File: config.mk
export PLATFORM = sky130hd
export DESIGN_NAME = datapath_sequencer
export DESIGN_NICKNAME = d
export VERILOG_FILES = /design/src/rtl/datapath_sequencer.sv
export SDC_FILE = /design/constraint.sdc
export NUM_CORES = 1
export LEC_CHECK = 0
export BUFFER_PORTS_ARGS = -buffer_cell sky130_fd_sc_hd__buf_2
export CAP_MARGIN = 20
export CORE_ASPECT_RATIO = 0.6
export CORE_MARGIN = 2
export CORE_UTILIZATION = 45
export DETAILED_ROUTE_END_ITERATION = 8
export PLACE_DENSITY = 0.77
export SLEW_MARGIN = 5
export SYNTH_ARGS = -nofsm -noshare
export SYNTH_HDL_FRONTEND = slang
export SYNTH_SLANG_ARGS = --single-unit
File: constraint.sdc
create_clock -name clk1 -period 2.2 [get_ports clk1]
set_clock_uncertainty 0.05 [all_clocks]
set_input_delay 0.11 -clock clk1 [delete_from_list [all_inputs] [get_ports clk1]]
set_output_delay 0.11 -clock clk1 [all_outputs]
set_load 0.005 [all_outputs]
File: src/rtl/datapath_sequencer.sv
// Multi-cycle instruction sequencer: handshake, decode, operand read,
// optional Rs read, timed execute and write-back, with Moore strobes.
module datapath_sequencer #(
    parameter int ALU_CYCLES  = 2,
    parameter int MULT_CYCLES = 4
) (
    input  logic        clk1,
    input  logic        rst,
    input  logic        instr_valid,
    input  logic [31:0] instr_in,
    output logic        instr_ready,
    input  logic        is_immediate,
    input  logic        immediate_shift,
    input  logic        reg_w_req,
    input  logic        set_flags,
    input  logic        alu_hot,
    input  logic        mult_hot,
    output logic [31:0] instruction,
    output logic        decode_en,
    output logic [1:0]  rf_addr_sel,
    output logic        operand_latch,
    output logic        shift_count_src,
    output logic        alu_active,
    output logic        mult_active,
    output logic        reg_w,
    output logic        cpsr_w,
    output logic        done,
    output logic [2:0]  state,
    output logic [15:0] retired_count
);

    typedef enum logic [2:0] {
        IDLE   = 3'd0,
        DECODE = 3'd1,
        READ   = 3'd2,
        RSREAD = 3'd3,
        EXEC   = 3'd4,
        WB     = 3'd5
    } state_t;

    // Zero-length execute is meaningless; stretch it to one cycle.
    localparam logic [3:0] ALU_LEN  = (ALU_CYCLES  < 1) ? 4'd1 : 4'(ALU_CYCLES);
    localparam logic [3:0] MULT_LEN = (MULT_CYCLES < 1) ? 4'd1 : 4'(MULT_CYCLES);

    state_t     cur;
    state_t     nxt;
    logic [3:0] cnt;
    logic [3:0] exec_len;
    logic       enter_exec;

    assign state       = cur;
    assign instr_ready = (cur == IDLE) && !rst;
    assign enter_exec  = (nxt == EXEC) && (cur != EXEC);

    always_comb begin
        nxt      = cur;
        exec_len = 4'd1;
        if (mult_hot) begin
            exec_len = MULT_LEN;
        end else if (alu_hot) begin
            exec_len = ALU_LEN;
        end
        unique case (cur)
            IDLE:    if (instr_valid) nxt = DECODE;
            DECODE:  nxt = READ;
            READ:    nxt = (!is_immediate && !immediate_shift) ? RSREAD : EXEC;
            RSREAD:  nxt = EXEC;
            EXEC:    if (cnt <= 4'd1) nxt = WB;
            WB:      nxt = IDLE;
            default: nxt = IDLE;
        endcase
    end

    always_ff @(posedge clk1 or posedge rst) begin
        if (rst) begin
            cur             <= IDLE;
            instruction     <= '0;
            cnt             <= '0;
            retired_count   <= '0;
            decode_en       <= 1'b0;
            rf_addr_sel     <= 2'd0;
            operand_latch   <= 1'b0;
            shift_count_src <= 1'b0;
            alu_active      <= 1'b0;
            mult_active     <= 1'b0;
            reg_w           <= 1'b0;
            cpsr_w          <= 1'b0;
            done            <= 1'b0;
        end else begin
            cur <= nxt;
            if (cur == IDLE && instr_valid) begin
                instruction <= instr_in;
            end
            if (enter_exec) begin
                cnt <= exec_len;
            end else if (cur == EXEC && cnt != 4'd0) begin
                cnt <= cnt - 4'd1;
            end
            // Strobes are registered from the next state so they line up with it.
            decode_en     <= (nxt == DECODE);
            operand_latch <= (nxt == READ);
            rf_addr_sel   <= (nxt == RSREAD) ? 2'd1 :
                             (nxt == WB)     ? 2'd2 : 2'd0;
            shift_count_src <= (nxt == RSREAD) ||
                               ((nxt == EXEC) &&
                                ((cur == RSREAD) ||
                                 ((cur == EXEC) && shift_count_src)));
            alu_active  <= (nxt == EXEC) &&
                           (enter_exec ? (alu_hot && !mult_hot) : alu_active);
            mult_active <= (nxt == EXEC) &&
                           (enter_exec ? mult_hot : mult_active);
            reg_w  <= (nxt == WB) && reg_w_req;
            cpsr_w <= (nxt == WB) && reg_w_req && set_flags;
            done   <= (nxt == WB);
            if (nxt == WB) begin
                retired_count <= retired_count + 16'd1;
            end
        end
    end

endmodule

; Word-level counts from Yosys, hierarchy flattened
; Index checks and enable logic that the tools add are counted.
[op_classes]
n_addsub = 2
n_mul = 0
div_mod_pow = 0
order_cmp = 1
n_eq_ne = 10
n_shift = 0
mux = 12
bitwise_logic = 0
n_reduce_logical = 21
[op_table]
columns = cell, count
row1 = $add A16 B1 Y16 const B, 1
row2 = $pmux W3 S5, 1
row3 = $eq A3 B2 Y1 const B, 4
row4 = $logic_and A1 B1 Y1, 12
row5 = $mux W3, 4
row6 = $eq A3 B3 Y1 const B, 3
row7 = $mux W4, 2
row8 = $eq A3 B1 Y1 const B, 2
row9 = $mux W2, 3
row10 = $le A4 B1 Y1 const B, 1
row11 = $logic_not A1 Y1, 4
row12 = $reduce_bool A4 Y1, 1
row13 = $sub A4 B1 Y4 const B, 1
row14 = $logic_not A3 Y1, 1
row15 = $ne A3 B3 Y1 const B, 1
row16 = $logic_or A1 B1 Y1, 2
row17 = $mux W1, 2
row18 = $reduce_bool A2 Y1, 1
[word_totals]
regBits = 65
latchBits = 0
mem_bits_rw = 0
rom_bits = 0
inputBits = 41
out_inout_bits = 62
elab_cells = 59
memories = 0

; Depth between registers and ports, before layout
[depth]
ltp_word = 8
mapped_depth = 7
ltp_nobuf = 7

; Worst setup path after synthesis
; No wires, ideal clock.
[synth_path]
path_type = register -> register
start = reg cur[1], in the netlist state[1]
end = reg retired_count[13]
setup_ns = 0.079
arrival_ns = 1.894
t_required_ns = 2.071
slack_ns = 0.177
stages_incl_launch_ff = 7
n_path_buf = 2
synth_period_minus_slack_ns = 2.023
path_cell_list = dfrtp_1 -> clkbuf_1 -> or3b_4 -> or3_4 -> buf_6 -> nor4_4 -> xor2_1
[synth_via]
elab_chain_len = 3
elab_cells_between_ends = 9
classes_between = 5 x eq/ne / 3 x mux / 1 x reduce/logical
[synth_rtl]
columns = item, line
row1 = start: declaration, 45  ; state_t cur;
row2 = start signal: assignment, 90  ; cur <= nxt;
row3 = "$eq A3 B3 Y1, or another cell as far along", 63  ; unique case (cur)
row4 = $pmux W3 S5 *, 63
row5 = $eq A3 B3 Y1 *, 115  ; if (nxt == WB) begin
row6 = end signal: assignment, 116  ; retired_count <= retired_count + 16'd1;
row7 = end: declaration, 29  ; output logic [15:0] retired_count
; Every way passes the cells marked *; elsewhere a longest branch is shown, timed or not.
; A chain may end at the register's enable or synchronous reset.

; Final worst setup path
[layout_path]
start = reg cnt[0]
end = reg alu_active
[layout_via]
elab_chain_len = 7
[layout_rtl]
columns = item, line
row1 = start: declaration, 47  ; logic [3:0] cnt;
row2 = start signal: assignment, 95  ; cnt <= exec_len;
row3 = start signal: assignment, 97  ; cnt <= cnt - 4'd1;
row4 = $le A4 B1 Y1 *, 68  ; EXEC: if (cnt <= 4'd1) nxt = WB;
row5 = $mux W3 *, 68
row6 = $pmux W3 S5 *, 63
row7 = via nxt[0], 46  ; state_t nxt;
row8 = $eq A3 B3 Y1 *, "53, 108"
row9 = $logic_and A1 B1 Y1, 53  ; assign enter_exec = (nxt == EXEC) && (cur != EXEC);
row10 = $mux W1, 109  ; (enter_exec ? (alu_hot && !mult_hot) : alu_active);
row11 = $logic_and A1 B1 Y1 *, 108  ; alu_active <= (nxt == EXEC) &&
row12 = end signal: assignment, 108
row13 = end: declaration, 23  ; output logic alu_active,
; Mark *: on every way through the listed nets, which the timed path passes. The rest lies on a longest branch.

==> impl_results.md <==
- Fin nets: approximately 390
- GPL Wtd Cong: 0.907
- CTS tree: built
- Crit end category: flip-flop
- Buffer count from post-CTS setup fixing: 0
- Pwr Total: 4.53 mW
- Post-route ant nets: 0
- Core Region: roughly 0.0056 mm2
- DRT Wirelength: around 6600 um
- Initial antenna violation count: 0
- Antenna cells: 0
- Max Freq: 0.510 GHz
- PwrDens: 1170 mW/mm2
- First-pass GRT wire length: 10500 um
- Unrepaired setup endpoints after global routing: false
- Reg-to-reg setup timing slack: roughly 0.24 ns
- Starting Density: roughly 47%
- Slew @ Worst Pin: about 0.54 ns
- Largest net degree at the start of global routing: 41
- Worst setup SP type: flip-flop
- Worst path max stage delay: between 0.4 and 0.5 ns
- Clock Root Buffer: clkbuf_8
- Post-synthesis compound-gate area fraction: under 10%
- Most area-hungry cell type in the Yosys netlist: dfrtp_1
- Vias in the first global route: around 2100
- Routed len/inst: around 15 um
- Status: finished, final reports clean
- Detailed-route via count: roughly 2100
- Placed cell areas: 0.00332 mm2
- Worst path cell trace: inv_1 -> ha_1 -> nor2_1 -> or3_4 -> inv_1 -> or3_1 -> a21oi_1
- Share of cells above drive strength 1: a little under half
- Cell mode on critical path: inv_1
- Hold Fails Final Rpt: 0
- Max Buffers Root-to-Sink: 2
- CTS clk-pin slew, worst paths: 0.08 ns
- DRC Markers: 0
- Layout area overhead: 45.9%
- Class of the worst hold path: input port to flip-flop
- CTS sink cnt: 65
- Final Util: approximately 69%
- Worst path required time: 2.41 ns
- Routed wl met3: ~480 um
- GRT Total Usage: between 20% and 30%
- Cells after Synth: 200
- Routed wl met2: roughly 3000 um
- Die area: roughly 0.0066 mm2
- Metal-1 WL: approximately 3000 um
- GRT overflow: 0
- Max FO, Critical Path: 11
- Worst rel slew slack: about 64%
- Vias/cell: between 4 and 5
- Filler Cell Count: 394
- #FFs+latches synth: between 60 and 70
- DP HPWL: between 4000 and 5000 um
- CTS H-tree lvls: 3
- First drt pass iteration count: 4
- Synth area leaders: dfrtp_1 (61%), mux2_2 (14%), xnor2_1 (3.3%)
- Simple-gate share of the synthesized area: 13.1%
- Slew Viols, Final: 0
- Syn_nets: between 200 and 250
- Initial DRC count: between 70 and 80
- Mux share of post-synthesis cell area: roughly 14%
- DR top layer: met4
- CP arrival: 2.17 ns
- Distinct cells, synth: 34
- Critical path type: flip-flop to flip-flop
- CP max-delay cell: dfrtp_1
- Die H: 63.6 um
- Synthesized cell area: 0.00266 mm2
- # setup viols final: 0
- Cell row count: 21
- Leakage: roughly 2.0 nW
- TritonCTS buffer count: 9
- Die width: between 100 and 150 um
- Post-synthesis sequential area ratio: between 60 and 70%
- Largest family of logic cells by synthesized area: multiplexers
- Ports: ~100
- Share of the synthesized area in the top cell type: roughly three fifths
- Skew-Pair Late Insertion Delay: 0.34 ns
- Hold_ws: between 0.015 and 0.02 ns
- Final TNS setup: 0 ns
- IR drop worst, VDD: between 0.4 and 0.5 mV
- Mean Syn Cell Area: around 13 um2
- XOR/XNOR Fraction of Synth Area: between 5 and 6%
- Period minus WS final: around 2 ns
- Port bufs: between 100 and 150
- YS warnings: 0
- Tcrit/Tclk final: about nine tenths
- Maxcap violations: 0
- Adder-cell share of the synthesized area: 1.88%
- Cell area after layout: 0.00389 mm2
synth_stat cells (all sizes together):
master,instances
o21ai,4
nand3b,2
a211oi,1
xnor2,10
or2,2
nor2,7
ha,4
dfrtp,65
a21o,1
or2b,1
nand2,15
inv,6
nor3b,3
clkbuf,4
nor3,3
nor4,4
and3,1
nand4,5
buf,2
or3,3
and4,3
a31oi,1
xor2,7
and2,3
mux2,32
nand3,4
o211ai,2
or3b,1
o311a,1
a21oi,2
nor4b,1
logic make-up (layout without fill, tap and decap cells):
group / count (synthesis) / count (layout)
mux: 32 / 32
buf+inv: 12 / 166
compound gates: 12 / 12
fa+ha+maj: 4 / 4
xor+xnor: 17 / 17
flops: 65 / 65
simple gates: 58 / 58
metrics by stage:
stage / setup WS [ns] / instances
CTS: 0.243 / 434
global placement: 0.305 / 382
floorplan: 0.177 / 200
finish: 0.239 / 434
detailed placement: 0.232 / 382
global route: 0.0558 / 434
what timing repair did:
action                                 in CTS  in global routing
endpoints found under the hold margin      60                  0
hold buffers                               36                  0
gates resized for setup                     0                  0
state kept, by name (all words and copies together) (netlist names):
register	flops
rf_addr_sel	2
shift_count_src	1
mult_active	1
instruction	32
alu_active	1
state	3
operand_latch	1
reg_w	1
cpsr_w	1
done	1
retired_count	16
cnt	4
decode_en	1
worst paths after layout:
| check | cells after the start | start | end |
|---|---|---|---|
| max in group asynchronous | 4 | rst | cnt[0] |
| min in group asynchronous | 3 | rst | instruction[26] |
| hold reg to reg | 1 | retired_count[15] | retired_count[15] |
| setup reg to reg | 7 | cnt[0] | alu_active |
| setup / recovery | 7 | cnt[0] | alu_active |
| hold / removal | 4 | alu_hot | cnt[0] |
final cells by class:
cell class,instances,area (um2),area share [%]
Clock buffer,10,138,3.54
Clock inverter,6,66.3,1.71
Inverter,6,22.5,0.580
Multi-Input combinational cell,123,992,25.5
Sequential cell,65,1630,41.9
Tap cell,80,100,2.58
Timing Repair Buffer,144,941,24.2
critical path: cells and delay by family (launching register included):
family / cells / cell delay [ns]
AOI/OAI and AO/OA: 1 / 0.14
adders and majority gates: 1 / 0.22
buffers and inverters: 2 / 0.21
DFF: 1 / 0.41
and+or+nand+nor: 3 / 0.85
layout by cell type (no fill, tap or decap), drive strengths merged, types with 5 or more instances in the layout:
cell type    count
nor2             7
dlygate4sd3     36
xor2             7
inv              7
xnor2           10
nand2           15
dfrtp           65
mux2            32
nand4            5
buf            108
clkbuf          10
per-layer routing:
layer,GRT usage [%],vias up
met3,9.32,13
met4,6.58,0
met1,26.7,1005
met5,0,-
met2,33.6,76
li1,-,998
power breakdown:
| group | switching, mW | internal (mW) | total (mW) |
|---|---|---|---|
| Clock | 0.467 | 0.555 | 1.02 |
| Combinational | 0.726 | 0.894 | 1.62 |
| Sequential | 0.261 | 1.63 | 1.89 |
| Total | 1.45 | 3.07 | 4.53 |
No activity file was read; power rests on OpenSTA's default activity.
